--- src/rtl/lcd_pkg.sv ---
// Shared types and constants for the character-LCD text feeder.
// Latency: n/a (declarations only).
// Backpressure: n/a.
package lcd_pkg;

    typedef enum logic [2:0] {
        ST_IDLE,
        ST_ISSUE,
        ST_WAIT_ACK,
        ST_GAP,
        ST_FINISH
    } lcd_state_t;

    localparam logic [7:0] LCD_CMD_SET_DDRAM_L1 = 8'h80;
    localparam logic [7:0] LCD_CMD_SET_DDRAM_L2 = 8'hC0;
    localparam logic [7:0] LCD_CMD_CLEAR        = 8'h01;
    localparam logic [7:0] LCD_CHAR_SPACE       = 8'h20;

    // lcd_bus layout: {rs, rw, data[7:0]}
    localparam int RS_BIT = 9;
    localparam int RW_BIT = 8;

    localparam int LCD_LINE_LEN  = 16;
    localparam int LCD_NUM_CHARS = 2 * LCD_LINE_LEN;
    // Base transfer list: set-address + 16 chars, per line.
    localparam int LCD_STD_STEPS = 2 * (LCD_LINE_LEN + 1);
    // Index of the line-2 set-address command within the base list.
    localparam int STEP_L2       = LCD_LINE_LEN + 1;

    function automatic logic [9:0] lcd_word(input logic rs, input logic [7:0] data);
        logic [9:0] w;
        w         = '0;
        w[RS_BIT] = rs;
        w[RW_BIT] = 1'b0;
        w[7:0]    = data;
        return w;
    endfunction

endpackage

--- src/rtl/lcd_frame_buf.sv ---
// 32x8 character frame buffer: one synchronous write port, one combinational read port.
// Latency: write visible on the read port the cycle after the write edge.
// Backpressure: none; writes are always accepted.
//
// Ports: clk, rst (sync, active-high: every entry back to space),
//        wr_en/wr_addr/wr_char write port, rd_addr -> rd_char read port.
module lcd_frame_buf
    import lcd_pkg::*;
(
    input  logic       clk,
    input  logic       rst,
    input  logic       wr_en,
    input  logic [4:0] wr_addr,
    input  logic [7:0] wr_char,
    input  logic [4:0] rd_addr,
    output logic [7:0] rd_char
);

    logic [7:0] mem [0:LCD_NUM_CHARS-1];

    always_ff @(posedge clk) begin
        if (rst) begin
            for (int i = 0; i < LCD_NUM_CHARS; i++) begin
                mem[i] <= LCD_CHAR_SPACE;
            end
        end else if (wr_en) begin
            mem[wr_addr] <= wr_char;
        end
    end

    assign rd_char = mem[rd_addr];

endmodule

--- src/rtl/lcd_text_feeder.sv ---
// Streams the 2x16 frame buffer to the LCD controller as set-address + 16 chars per line.
// Latency: first lcd_enable 1 clock after refresh_req in IDLE (busy low); GAP_CYCLES hold-off after each ack.
// Backpressure: waits in ISSUE while lcd_busy is high; extra refresh requests merge into one pending flag.
//
// Ports: clk, rst (sync, active-high); wr_en/wr_addr/wr_char host buffer writes;
//        refresh_req start pulse; lcd_busy/lcd_enable/lcd_bus controller handshake;
//        active (refresh running), done (end pulse), ack_err (sticky missing-busy flag).
// Build option: define LCD_CLEAR_EN to prepend a clear-display command with its own
//               CLEAR_GAP_CYCLES hold-off; otherwise CLEAR_GAP_CYCLES is ignored.
module lcd_text_feeder
    import lcd_pkg::*;
#(
    parameter int GAP_CYCLES       = 2400,
    parameter int ACK_TIMEOUT      = 4,
    parameter int CLEAR_GAP_CYCLES = 90000
) (
    input  logic       clk,
    input  logic       rst,
    input  logic       wr_en,
    input  logic [4:0] wr_addr,
    input  logic [7:0] wr_char,
    input  logic       refresh_req,
    input  logic       lcd_busy,
    output logic       lcd_enable,
    output logic [9:0] lcd_bus,
    output logic       active,
    output logic       done,
    output logic       ack_err
);

`ifdef LCD_CLEAR_EN
    localparam int PRE_STEPS = 1;
    localparam int MAX_GAP   = (CLEAR_GAP_CYCLES > GAP_CYCLES) ? CLEAR_GAP_CYCLES : GAP_CYCLES;
`else
    localparam int PRE_STEPS = 0;
    localparam int MAX_GAP   = GAP_CYCLES;
`endif
    localparam int LAST_STEP = LCD_STD_STEPS - 1 + PRE_STEPS;
    localparam int CW        = $clog2(MAX_GAP) + 1;
    localparam int AW        = $clog2(ACK_TIMEOUT + 1);

    // The counter is loaded on the ack edge and the FSM leaves GAP on the edge
    // it reads zero, so loading N-1 keeps the FSM in GAP for exactly N cycles.
    localparam logic [CW-1:0] GAP_LOAD = CW'((GAP_CYCLES > 0) ? GAP_CYCLES - 1 : 0);
`ifdef LCD_CLEAR_EN
    localparam logic [CW-1:0] CLEAR_LOAD = CW'((CLEAR_GAP_CYCLES > 0) ? CLEAR_GAP_CYCLES - 1 : 0);
`endif

    lcd_state_t       state;
    logic [5:0]       step;
    logic [5:0]       std_step;
    logic [CW-1:0]    gap_cnt;
    logic [CW-1:0]    gap_load;
    logic [AW-1:0]    ack_cnt;
    logic             pending;
    logic [4:0]       rd_addr;
    logic [7:0]       rd_char;
    logic [9:0]       cur_word;

    lcd_frame_buf u_buf (
        .clk     (clk),
        .rst     (rst),
        .wr_en   (wr_en),
        .wr_addr (wr_addr),
        .wr_char (wr_char),
        .rd_addr (rd_addr),
        .rd_char (rd_char)
    );

    // Position in the base 34-entry list; the optional clear command sits ahead of it.
    assign std_step = step - 6'(PRE_STEPS);

    // Word for the current step. The buffer is read combinationally, so the
    // character latched into lcd_bus is whatever is stored on the ISSUE edge.
    always_comb begin
        rd_addr  = '0;
        cur_word = lcd_word(1'b0, LCD_CMD_SET_DDRAM_L1);
        if (std_step == 6'd0) begin
            cur_word = lcd_word(1'b0, LCD_CMD_SET_DDRAM_L1);
        end else if (std_step == 6'(STEP_L2)) begin
            cur_word = lcd_word(1'b0, LCD_CMD_SET_DDRAM_L2);
        end else if (std_step < 6'(STEP_L2)) begin
            rd_addr  = 5'(std_step - 6'd1);
            cur_word = lcd_word(1'b1, rd_char);
        end else begin
            rd_addr  = 5'(std_step - 6'd2);
            cur_word = lcd_word(1'b1, rd_char);
        end
`ifdef LCD_CLEAR_EN
        if (step == 6'd0) begin
            cur_word = lcd_word(1'b0, LCD_CMD_CLEAR);
        end
`endif
    end

    always_comb begin
        gap_load = GAP_LOAD;
`ifdef LCD_CLEAR_EN
        if (step == 6'd0) begin
            gap_load = CLEAR_LOAD;
        end
`endif
    end

    always_ff @(posedge clk) begin
        if (rst) begin
            state      <= ST_IDLE;
            step       <= '0;
            gap_cnt    <= '0;
            ack_cnt    <= '0;
            pending    <= 1'b0;
            lcd_enable <= 1'b0;
            lcd_bus    <= '0;
            active     <= 1'b0;
            done       <= 1'b0;
            ack_err    <= 1'b0;
        end else begin
            lcd_enable <= 1'b0;
            done       <= 1'b0;

            // Any request outside IDLE is remembered; FINISH consumes it below.
            if (refresh_req && state != ST_IDLE) begin
                pending <= 1'b1;
            end

            case (state)
                ST_IDLE: begin
                    if (refresh_req) begin
                        state   <= ST_ISSUE;
                        step    <= '0;
                        active  <= 1'b1;
                        ack_err <= 1'b0;
                    end
                end

                ST_ISSUE: begin
                    if (!lcd_busy) begin
                        lcd_enable <= 1'b1;
                        lcd_bus    <= cur_word;
                        ack_cnt    <= '0;
                        state      <= ST_WAIT_ACK;
                    end
                end

                ST_WAIT_ACK: begin
                    if (lcd_busy) begin
                        gap_cnt <= gap_load;
                        state   <= ST_GAP;
                    end else if (ack_cnt == AW'(ACK_TIMEOUT - 1)) begin
                        // No acceptance seen: flag it but keep the frame going.
                        ack_err <= 1'b1;
                        gap_cnt <= gap_load;
                        state   <= ST_GAP;
                    end else begin
                        ack_cnt <= ack_cnt + AW'(1);
                    end
                end

                ST_GAP: begin
                    if (gap_cnt == '0) begin
                        if (step == 6'(LAST_STEP)) begin
                            state  <= ST_FINISH;
                            done   <= 1'b1;
                            active <= 1'b0;
                        end else begin
                            step  <= step + 6'd1;
                            state <= ST_ISSUE;
                        end
                    end else begin
                        gap_cnt <= gap_cnt - CW'(1);
                    end
                end

                ST_FINISH: begin
                    if (pending || refresh_req) begin
                        pending <= 1'b0;
                        step    <= '0;
                        active  <= 1'b1;
                        ack_err <= 1'b0;
                        state   <= ST_ISSUE;
                    end else begin
                        state <= ST_IDLE;
                    end
                end

                default: state <= ST_IDLE;
            endcase
        end
    end

endmodule

--- config.mk ---
export PLATFORM = sky130hd
export DESIGN_NAME = lcd_text_feeder
export DESIGN_NICKNAME = d
export VERILOG_FILES = /design/src/rtl/lcd_pkg.sv /design/src/rtl/lcd_frame_buf.sv /design/src/rtl/lcd_text_feeder.sv
export SDC_FILE = /design/constraint.sdc
export NUM_CORES = 1
export LEC_CHECK = 0
export BUFFER_PORTS_ARGS = -buffer_cell sky130_fd_sc_hd__buf_2
export CORE_UTILIZATION = 60
export DETAILED_ROUTE_END_ITERATION = 7
export PLACE_DENSITY = 0.77
export SYNTH_ARGS = -nofsm -noshare
export SYNTH_HDL_FRONTEND = slang
export SYNTH_SLANG_ARGS = --single-unit
--- constraint.sdc ---
create_clock -name clk -period 6.5 [get_ports clk]
set_clock_uncertainty 0.1 [all_clocks]
set_input_delay 1.625 -clock clk [delete_from_list [all_inputs] [get_ports clk]]
set_output_delay 1.625 -clock clk [all_outputs]
set_load 0.02 [all_outputs]
==> run_results.csv, run 1 <==
group,metric,value,unit
run_status,status,"complete, no violations",
floorplanning,initial_core_util,0.615,
finish,final_nets,1309,
floorplanning,num_rows,56,
detailed_routing,drt_pass1_iterations,8,
clock_tree,path_clk_slew,0.07,ns
setup_path,crit_buf_inv,2,
sta,post-route-min-period,3.95,ns
setup_path,cpPeakStageDelay,0.79,ns
sta,hold_viol_final,0,
pwr,leakage,5.57,nW
floorplanning,dieArea,0.0248,mm²
setup_path,arrival,4.32,ns
yosys,syn-num-nets,1320,
finish,antenna_cells,0,
grt,track_usage,0.298,
setup_path,worstReg2RegStart,"step[1]$_SDFFE_PP0P_",
finish,syn_to_final_growth,8.09,%
setup_path,path_depth,10,
grt,busiest_layer,"met2",
floorplanning,io_pins,32,
setup_path,regToRegSetupSlack,2.55,ns
yosys,synth_top_family_by_area,"simple AND/OR/NAND/NOR gates",
yosys,synth-edff-count,256,
sta,tns,0,ns
setup_path,cp-end-kind,"register",
setup_path,crit_chain,"inv_1 > ha_1 > or3b_1 > a21oi_1 > a211o_1 > buf_4 > mux2_2 > o21ai_0 > or3_1 > a32o_1",
flow_run,maxCapViolCount,0,
finish,design_area,0.0156,mm²
grt,grt_util_met3,0.0465,
grt,antenna_found_initial,1,
detailed_routing,post-route-drc-count,0,
pwr,power.density,275,mW/mm²
setup_path,rr_worst_depth,10,
clock_tree,cts_hold_buf,0,
place,dp_cells,1567,
yosys,yosys.area_share.simple,0.248,
setup_path,path_max_fanout,24,
clock_tree,cts_root_buffer,"clkbuf_16",
grt,globalRouteMet2Util,0.480,
clock_tree,clk_path_buf_depth,3,
yosys,synth_cells,1292,
sta,drv_slew,0,
clock_tree,cts.sinks,295,
place,dpl_cell_area,0.0147,mm²
detailed_routing,drtAntennaViolNets,0,
detailed_routing,viasPerCell,6.11,
grt,grt_pass1_vias,9386,
setup_path,worst_path_max_delay_cell,"a211o_1",
yosys,yosysSeqAreaShare,0.585,
sta,grt_setup_unrepaired,"no",
pwr,vdd_drop_max,0.000203,V
yosys,avgSynthCellArea,11.2,µm²
floorplanning,die_h,157,µm
setup_path,setup.worst_path.end,"lcd_bus[4]$_SDFFE_PP0P_",
finish,drive_above_1_share,0.106,
yosys,synth_fa_ha_area_frac,0.00864,
min_path,holdPathStages,2,
setup_path,r2r-end,"lcd_bus[4]$_SDFFE_PP0P_",
grt,grt_max_degree,63,
place,io_buffers,30,
clock_tree,postCtsSetupRepairBufs,0,
grt,met1_usage,0.406,
grt,grt_overflow,0,
grt,grt_pass1_wl,54300,µm
detailed_routing,drt_iter0_markers,986,
min_path,hold_path.class,"reg2reg",
finish,mostFrequentLayoutCells,"256 x edfxtp_1, 227 x and2_1, 156 x nand2_1, 87 x mux2i_1, 72 x nor2_1",
detailed_routing,wl_per_cell,22.1,µm
clock_tree,cts_tree,"built",
detailed_routing,vias,9927,
yosys,ys_warn_count,0,
finish,final_common_cell,"edfxtp_1",
setup_path,cpLargestDelayFamily,"compound AO/OA/AOI/OAI gates",
yosys,ys_async_sr_fraction,0,
yosys,syn_area,0.0145,mm²
yosys,synth-compound-area-share,0.0509,
place,place.gp.congestion,0.894,
sta,setup_viol,0,
setup_path,worstPathRequired,6.87,ns
setup_path,startpoint,"step[1]$_SDFFE_PP0P_",
yosys,ys_ff_latch,295,
sta,finalCritPeriodShare,0.608,
clock_tree,cts-buffers-inserted,31,
detailed_routing,routed_wl,36000,µm
floorplanning,fp.dieW,157,µm
clock_tree,clock_latency,0.57,ns
place,hpwl,22700,µm
floorplanning,core-area,0.0235,mm²
clock_tree,cts_htree_levels,1,
sta,slew_headroom,0.256,
clock_tree,post_cts_resized,0,
sta,fmax,253,MHz
setup_path,startpoint_type,"register",
yosys,synth_cell_types,69,
setup_path,path_class,"reg2reg",
sta,holdWs,0.369,ns
finish,final_cells,1624,
yosys,synth.area.mux_share,0.0694,
sta,worstMarginPinSlew,1.11,ns
yosys,synth_xor_area_frac,0.00605,
yosys,synth-main-ff-cell,"edfxtp_1",
registers in the layout, indices dropped and copies added (netlist names), 3 cells and up:
| signal | count |
|---|---|
| lcd_bus | 9 |
| gap_cnt | 13 |
| ack_cnt | 3 |
| step | 6 |
| u_buf.mem | 256 |
| state | 3 |
cell type report:
| class | instances | area (µm²) |
|---|---|---|
| timing repair buffer | 40 | 225 |
| clock inverter | 21 | 159 |
| multi-input combinational | 902 | 5560 |
| clock buffer | 36 | 795 |
| inverter | 11 | 41.3 |
| tap | 319 | 399 |
| sequential | 295 | 8470 |
| fill | 1810 | 7890 |
stage by stage:
step / power (mW) / utilization / worst slack (ns)
after floorplan: 2.52 / - / 3.07
after global placement: 2.65 / 0.624 / 2.65
after detailed placement: 2.66 / 0.624 / 2.58
after CTS: 4.30 / 0.665 / 2.60
after global routing: 4.43 / 0.665 / 2.34
final: 4.30 / 0.665 / 2.55
logic make-up (layout without fill, tap and decap cells):
family	after synthesis	in the layout
AND/OR/NAND/NOR	673	673
flip-flops	295	295
AO/OA/AOI/OAI	110	110
multiplexers	98	98
buffers and inverters	95	108
adder cells (fa/ha/maj)	10	10
XOR/XNOR	10	10
other	1	1
worst min-delay path, cell delays in order (launching register included):
cell and delay [ns]:
dfxtp_1 0.31, nand2_1 0.05, a21oi_1 0.06
cells in the mapped netlist, types with 3 or more instances:
cell / n / area, µm²
a211o_1: 3 / 26.3
a211oi_1: 7 / 52.6
a21oi_1: 38 / 190
a22oi_1: 3 / 22.5
a311oi_1: 3 / 26.3
a31oi_1: 3 / 18.8
a32o_1: 3 / 30.0
and2_1: 227 / 1420
and3_1: 6 / 37.5
buf_1: 3 / 11.3
buf_2: 16 / 80.1
buf_4: 10 / 75.1
buf_6: 4 / 45.0
clkbuf_1: 50 / 188
dfxtp_1: 39 / 781
edfxtp_1: 256 / 7690
ha_1: 10 / 125
inv_1: 10 / 37.5
mux2_2: 8 / 90.1
mux2i_1: 87 / 871
nand2_1: 156 / 586
nand2b_1: 6 / 37.5
nand3_1: 68 / 340
nand3b_1: 6 / 45.0
nand4_1: 7 / 43.8
nor2_1: 72 / 270
nor2b_1: 4 / 25.0
nor3_1: 15 / 75.1
nor3b_1: 5 / 37.5
nor4_1: 9 / 56.3
o21ai_0: 12 / 60.1
o21bai_1: 4 / 30.0
o22ai_1: 12 / 75.1
or2_2: 34 / 213
or3_1: 41 / 257
or4_1: 6 / 45.0
or4b_1: 4 / 40.0
xnor2_1: 8 / 70.1
per-layer routing:
metal | up-vias | part of all wire
met2 | 479 | 0.46
met5 | - | 0
met4 | 0 | 0.041
li1 | 4556 | -
met3 | 106 | 0.087
met1 | 4786 | 0.41
how the worst min path moves through the flow:
stage	startpoint	endpoint
global route	lcd_bus[9]$_SDFFE_PP0P_	lcd_bus[9]$_SDFFE_PP0P_
floorplan	gap_cnt[0]$_SDFFE_PP0P_	gap_cnt[0]$_SDFFE_PP0P_
detailed placement	lcd_bus[9]$_SDFFE_PP0P_	lcd_bus[9]$_SDFFE_PP0P_
finish	lcd_bus[9]$_SDFFE_PP0P_	lcd_bus[9]$_SDFFE_PP0P_
global placement	lcd_bus[9]$_SDFFE_PP0P_	lcd_bus[9]$_SDFFE_PP0P_
CTS	lcd_bus[9]$_SDFFE_PP0P_	lcd_bus[9]$_SDFFE_PP0P_
power by group:
group | internal, mW | switching, mW | leakage (nW)
sequential | 2.16 | 0.0518 | 2.77
clock | 0.949 | 0.724 | 0.464
combinational | 0.130 | 0.288 | 2.33
total | 3.24 | 1.06 | 5.57
No activity file was read; power rests on OpenSTA's default activity.
==> run 2: changes to the inputs <==
--- a/config.mk
+++ b/config.mk
@@ -6,9 +6,9 @@
 export NUM_CORES = 1
 export LEC_CHECK = 0
 export BUFFER_PORTS_ARGS = -buffer_cell sky130_fd_sc_hd__buf_2
-export CORE_UTILIZATION = 60
+export CORE_UTILIZATION = 57
 export DETAILED_ROUTE_END_ITERATION = 7
-export PLACE_DENSITY = 0.77
+export PLACE_DENSITY = 0.76
 export SYNTH_ARGS = -nofsm -noshare
 export SYNTH_HDL_FRONTEND = slang
 export SYNTH_SLANG_ARGS = --single-unit
==> constraint.sdc (replaced) <==
create_clock -name clk -period 3.3 [get_ports clk]
set_clock_uncertainty 0.1 [all_clocks]
set_input_delay 0.825 -clock clk [delete_from_list [all_inputs] [get_ports clk]]
set_output_delay 0.825 -clock clk [all_outputs]
set_load 0.02 [all_outputs]
==> run 2 against run 1 <==
Against the previous run:
- utilization fell by 0.70 points
- total power rose by 100%
- non-clock buffer count rose by 46
- critical path type unchanged
==> run_results.csv, run 2 (synthesis results as in run 1) <==
group,metric,value,unit
grt,grt_util_met3,0.0416,
flow_run,maxCapViolCount,0,
clock_tree,cts-buffers-inserted,30,
finish,final_nets,1354,
place,place.gp.congestion,0.877,
grt,met1_usage,0.391,
floorplanning,dieArea,0.0260,mm²
detailed_routing,routed_wl,37100,µm
detailed_routing,drtAntennaViolNets,0,
finish,final_common_cell,"edfxtp_1",
setup_path,path_class,"reg2reg",
pwr,post-layout-total-power,8.68,mW
floorplanning,num_rows,57,
sta,fmax,307,MHz
finish,syn_to_final_growth,11.8,%
finish,mostFrequentLayoutCells,"256 x edfxtp_1, 227 x and2_1, 156 x nand2_1, 86 x mux2i_1, 72 x nor2_1",
sta,worstMarginPinSlew,0.834,ns
grt,antenna_found_initial,0,
detailed_routing,vias,10240,
setup_path,path_max_fanout,20,
sta,hold_viol_final,0,
pwr,power.density,536,mW/mm²
setup_path,startpoint_type,"register",
clock_tree,path_clk_slew,0.07,ns
place,preCtsSetupSlack,-0.00146,ns
floorplanning,die_h,161,µm
setup_path,worstReg2RegStart,"step[0]$_SDFFE_PP0P_",
detailed_routing,drt_iter0_markers,1207,
setup_path,cp-end-kind,"register",
sta,slew_headroom,0.444,
floorplanning,fp.dieW,161,µm
floorplanning,initial_core_util,0.588,
place,io_buffers,30,
finish,nFillCells,1883,
detailed_routing,post-route-drc-count,0,
sta,holdWs,0.381,ns
clock_tree,clock_latency,0.56,ns
sta,setup_viol,0,
floorplanning,io_pins,32,
grt,grt_pass1_vias,9928,
finish,drive_above_1_share,0.142,
detailed_routing,wl_per_cell,22.2,µm
grt,busiest_layer,"met2",
sta,post-route-min-period,3.25,ns
sta,fin_ws,0.0460,ns
grt,track_usage,0.287,
grt,grt_max_degree,41,
place,hpwl,24100,µm
finish,largest_reg_flops,256,
sta,finalCritPeriodShare,0.986,
finish,regMostFlops,"u_buf.mem",
setup_path,arrival,3.65,ns
finish,reg.largest.list,"u_buf.mem (256), gap_cnt (13), lcd_bus (9)",
clock_tree,cts_htree_levels,1,
grt,grt_pass1_wl,56400,µm
grt,grt_overflow,0,
sta,drv_slew,0,
setup_path,startpoint,"step[0]$_SDFFE_PP0P_",
clock_tree,cts.sinks,295,
pwr,leakage,5.86,nW
clock_tree,cts_tree,"built",
detailed_routing,drt_pass1_iterations,5,
run_status,status,"complete, no violations",
grt,globalRouteMet2Util,0.465,
finish,finish.utilization,0.658,
min_path,hold_path.class,"reg2reg",
clock_tree,clk_path_buf_depth,3,
clock_tree,cts_root_buffer,"clkbuf_16",
setup_path,worstPathRequired,3.70,ns
pwr,vdd_drop_max,0.000437,V
min_path,min_from,"lcd_bus[9]$_SDFFE_PP0P_",
detailed_routing,viasPerCell,6.11,
floorplanning,core-area,0.0246,mm²
clock_tree,cts_hold_buf,0,
[run 2: cell count changes in the layout (fill, tap and decap cells not counted), moves of 2 or more]
cell       delta
buf_4        +38
buf_12        +6
bufinv_16     +2
clkbuf_1      -2
clkinv_2      +2
or4b_1        -2
or4b_4        +2
[run 2: worst paths after layout]
| kind | to | slack, ns | depth (start not counted) |
|---|---|---|---|
| setup / recovery | lcd_bus[0]$_SDFFE_PP0P_ | 0.05 | 12 |
| hold / removal | lcd_bus[9]$_SDFFE_PP0P_ | 0.38 | 2 |
| setup reg to reg | lcd_bus[0]$_SDFFE_PP0P_ | 0.05 | 12 |
| hold reg to reg | lcd_bus[9]$_SDFFE_PP0P_ | 0.38 | 2 |
[run 2: power breakdown]
part | switching, mW | total [mW] | internal, mW
combinational | 0.581 | 0.878 | 0.297
sequential | 0.104 | 4.36 | 4.25
clock | 1.43 | 3.44 | 2.01
total | 2.11 | 8.68 | 6.56
[run 2: stage by stage]
step	instance area, µm²	std cells	TNS, ns
after global routing	16200	1674	-0.0285
final	16200	1675	0
after detailed placement	15100	1614	-0.00146
after CTS	16100	1673	0
after floorplan	14500	1292	0
after global placement	15100	1614	0
[run 2: critical path: stages, from the launching register on]
cell	delay, ns
dfxtp_2	0.35
inv_1	0.08
ha_1	0.23
mux2_4	0.30
a221o_1	0.36
nor2_4	0.17
buf_4	0.20
buf_16	0.21
mux2i_1	0.12
mux2i_1	0.21
o22ai_1	0.13
or4b_1	0.61
nand3_1	0.10
[run 2: routing by layer]
metal,vias up,part of all wire
li1,4667,-
met1,5000,0.40
met2,475,0.47
met3,98,0.087
met4,0,0.038
met5,-,0
[run 2: layout make-up]
class                           instances  area [µm²]  share of cell area
Antenna cell                            1        2.50            0.000155
Clock buffer                           34         787              0.0486
Multi-Input combinational cell        902        5590               0.345
Sequential cell                       295        8470               0.523
Tap cell                              324         405              0.0251
Timing Repair Buffer                   86         683              0.0422
Clock inverter                         22         206              0.0128
Inverter                               11        41.3             0.00255
[run 2: timing repair]
| item | 4_1_cts | 5_1_grt |
|---|---|---|
| setup endpoints to repair | 1 | 7 |
| gates resized for setup | 0 | 9 |
| setup buffers | 3 | 0 |
| pin swaps | 1 | 1 |
| endpoints found under the hold margin | 0 | 0 |
| cloned | 0 | 1 |
==> run 3: changes to the inputs <==
--- a/config.mk
+++ b/config.mk
@@ -5,10 +5,12 @@
 export SDC_FILE = /design/constraint.sdc
 export NUM_CORES = 1
 export LEC_CHECK = 0
+export ABC_CLOCK_PERIOD_IN_PS = 3300
 export BUFFER_PORTS_ARGS = -buffer_cell sky130_fd_sc_hd__buf_2
 export CORE_UTILIZATION = 57
 export DETAILED_ROUTE_END_ITERATION = 7
 export PLACE_DENSITY = 0.76
 export SYNTH_ARGS = -nofsm -noshare
 export SYNTH_HDL_FRONTEND = slang
+export SYNTH_HIERARCHICAL = 1
 export SYNTH_SLANG_ARGS = --single-unit
==> run 3 against run 2 <==
Against the previous run:
- global-route usage shrank 3.1 points
- combinational power grew 110%
- largest cell class unchanged
- total power grew 13%
- sequential cell count is the same
- synthesized cell count shrank 22%
- clock power is essentially flat
- worst setup slack lost 0.37 ns
- the flow now finishes with violations (setup timing)
- sequential share of layout area grew 0.088 points
- utilization grew 0.49 points
- via count shrank 17%
==> run_results.csv, run 3 <==
group,metric,value,unit
finish,reg.largest.list,"u_buf/mem (256), gap_cnt (13), lcd_bus (9)",
sta,hold_viol_final,0,
min_path,hold_path.class,"reg2reg",
sta,slew_headroom,0.531,
sta,drv_slew,0,
detailed_routing,viasPerCell,6.04,
pwr,power.density,605,mW/mm²
floorplanning,core-area,0.0244,mm²
run_status,violations,"setup timing",
yosys,synth.area.mux_share,0.141,
finish,final_common_cell,"edfxtp_1",
finish,syn_to_final_growth,14.0,%
setup_path,worstPathRequired,3.65,ns
grt,grt_max_degree,61,
detailed_routing,drt_iter0_markers,810,
sta,fin_ws,-0.326,ns
yosys,ys_ff_latch,295,
grt,grt_overflow,0,
sta,finalCritPeriodShare,1.10,
setup_path,cp-end-kind,"register",
detailed_routing,wl_per_cell,22.5,µm
place,place.gp.congestion,0.838,
clock_tree,cts_root_buffer,"clkbuf_16",
floorplanning,die_h,160,µm
finish,nFillCells,1695,
grt,track_usage,0.256,
yosys,synth_xor_area_frac,0.00124,
sta,holdWs,0.365,ns
detailed_routing,vias,8546,
finish,regMostFlops,"u_buf/mem",
finish,multi_input_area,0.00543,mm²
setup_path,startpoint_type,"register",
detailed_routing,routed_wl,31800,µm
yosys,synth_fa_ha_area_frac,0.00970,
yosys,synth_top_family_by_area,"simple AND/OR/NAND/NOR gates",
grt,grt_pass1_wl,49700,µm
place,io_buffers,30,
yosys,ys_async_sr_fraction,0,
setup_path,path_max_fanout,8,
place,hpwl,21200,µm
yosys,synth_cells,1013,
sta,setup_viol,8,
setup_path,arrival,3.97,ns
pwr,post-layout-total-power,9.77,mW
clock_tree,cts-buffers-inserted,30,
yosys,synth_cell_types,63,
finish,final_nets,1095,
yosys,syn-num-nets,1042,
setup_path,startpoint,"step[0]$_SDFFE_PP0P_",
floorplanning,io_pins,32,
yosys,yosys.area.top_type,"edfxtp_1",
floorplanning,num_rows,57,
finish,register_area,0.00847,mm²
yosys,netlist_top_cells_count,"256 x edfxtp_1, 225 x and2_1, 80 x mux4_2, 56 x clkbuf_1, 50 x nor2_1",
setup_path,path_class,"reg2reg",
detailed_routing,drt_pass1_iterations,5,
clock_tree,clock_latency,0.56,ns
flow_run,maxCapViolCount,0,
detailed_routing,post-route-drc-count,0,
clock_tree,clk_path_buf_depth,3,
clock_tree,cts.sinks,295,
sta,fmax,276,MHz
min_path,min_from,"lcd_bus[5]$_SDFFE_PP0P_",
yosys,yosysSeqAreaShare,0.597,
yosys,yosysMostFrequentCell,"edfxtp_1",
sta,grt_setup_unrepaired,"yes",
sta,post-route-min-period,3.63,ns
detailed_routing,drtAntennaViolNets,0,
yosys,yosys.area_share.simple,0.194,
yosys,netlist_top_cells_area,"edfxtp_1 54%, mux4_2 13%, and2_1 9.9%",
yosys,synth.top_cell.area_share,0.542,
clock_tree,cts_htree_levels,1,
run_status,status,"finished, violations left",
yosys,ys_warn_count,6,
clock_tree,path_clk_slew,0.06,ns
clock_tree,cts_tree,"built",
yosys,synth-compound-area-share,0.0309,
grt,antenna_found_initial,0,
finish,antenna_cells,0,
grt,grt_pass1_vias,8407,
yosys,syn_area,0.0142,mm²
setup_path,worstReg2RegStart,"step[0]$_SDFFE_PP0P_",
finish,drive_above_1_share,0.272,
finish,mostFrequentLayoutCells,"256 x edfxtp_1, 224 x and2_1, 80 x mux4_2, 54 x buf_4, 48 x nor2_1",
floorplanning,fp.dieW,160,µm
pwr,vdd_drop_max,0.000536,V
yosys,avgSynthCellArea,14.0,µm²
yosys,synth-edff-count,256,
floorplanning,dieArea,0.0255,mm²
pwr,leakage,5.59,nW
floorplanning,initial_core_util,0.581,
sta,worstMarginPinSlew,0.703,ns
finish,largest_reg_flops,256,
yosys,synth-main-ff-cell,"edfxtp_1",
==> run 3: cell types whose count changed in the layout (fill, tap and decap cells not counted), moves of 6 or more <==
cell / previous run / this run
nor3_1: 15 / 7
nand2_1: 156 / 30
o22ai_1: 12 / 1
nor2_1: 72 / 48
mux2i_1: 86 / 9
a21oi_1: 37 / 16
xnor2_1: 8 / 2
buf_4: 48 / 54
mux4_2: 0 / 80
and3_1: 6 / 0
nor4_1: 9 / 0
clkbuf_1: 3 / 10
nand3_1: 68 / 10
==> run 3: cell type report <==
cell class                      count  area share
Inverter                            9     0.00240
Tap cell                          324      0.0251
Sequential cell                   295       0.524
Clock buffer                       42      0.0512
Timing Repair Buffer               97      0.0498
Clock inverter                     14      0.0113
Multi-Input combinational cell    633       0.336
==> run 3: critical path, stage by stage, from the launching register on <==
cell and delay, ns:
dfxtp_4 0.35, inv_4 0.07, ha_4 0.12, or3b_4 0.38, a21oi_4 0.17, nor2_2 0.08
a211oi_4 0.17, buf_4 0.16, buf_12 0.14, mux4_2 0.51, mux4_2 0.48, mux2_4 0.30
a21o_1 0.17, a221oi_2 0.24, nor2_1 0.07
==> run 3: metrics by stage <==
| step | area, µm² | setup slack, ns | util | TNS, ns | std cells |
|---|---|---|---|---|---|
| after floorplan | 14300 | -0.330 | - | -1.08 | 1013 |
| after global placement | 15000 | -0.353 | 0.616 | -2.27 | 1349 |
| after detailed placement | 15000 | -0.376 | 0.616 | -2.60 | 1349 |
| after CTS | 16100 | -0.309 | 0.662 | -2.29 | 1411 |
| after global routing | 16200 | -0.451 | 0.663 | -3.42 | 1414 |
| final | 16200 | -0.326 | 0.663 | -2.32 | 1414 |
==> run 3: routing by layer <==
metal	routed length [µm]	track usage	part of all wire
met5	0	0	0
met4	932	0.0809	0.029
met3	2250	0.0390	0.071
met2	15300	0.417	0.48
met1	13300	0.357	0.42
==> run 3: logic make-up after synthesis <==
logic type                 Yosys count
other                                1
and+or+nand+nor                    454
buffers and inverters               85
adders and majority gates           11
muxes                               99
DFF                                295
AOI/OAI and AO/OA                   66
xor gates and xnor gates             2
==> run 3: where the power goes <==
| group | internal [mW] | total (mW) | switching (mW) | leakage [nW] |
|---|---|---|---|---|
| clock | 2.07 | 3.46 | 1.39 | 0.494 |
| sequential | 4.30 | 4.50 | 0.199 | 2.77 |
| combinational | 0.837 | 1.82 | 0.980 | 2.33 |
==> run 3: worst paths after layout <==
check	end	slack, ns	cells past startpoint
setup / recovery	lcd_bus[6]$_SDFFE_PP0P_	-0.33	14
hold / removal	lcd_bus[5]$_SDFFE_PP0P_	0.37	2
setup reg to reg	lcd_bus[6]$_SDFFE_PP0P_	-0.33	14
hold reg to reg	lcd_bus[5]$_SDFFE_PP0P_	0.37	2
==> run 3: repair_timing <==
action | CTS | global route
resized for setup | 10 | 1
setup endpoints to repair | 8 | 8
cloned | 1 | 0
hold buffers | 0 | 0
setup buffers | 5 | 3
pin swaps | 1 | 0
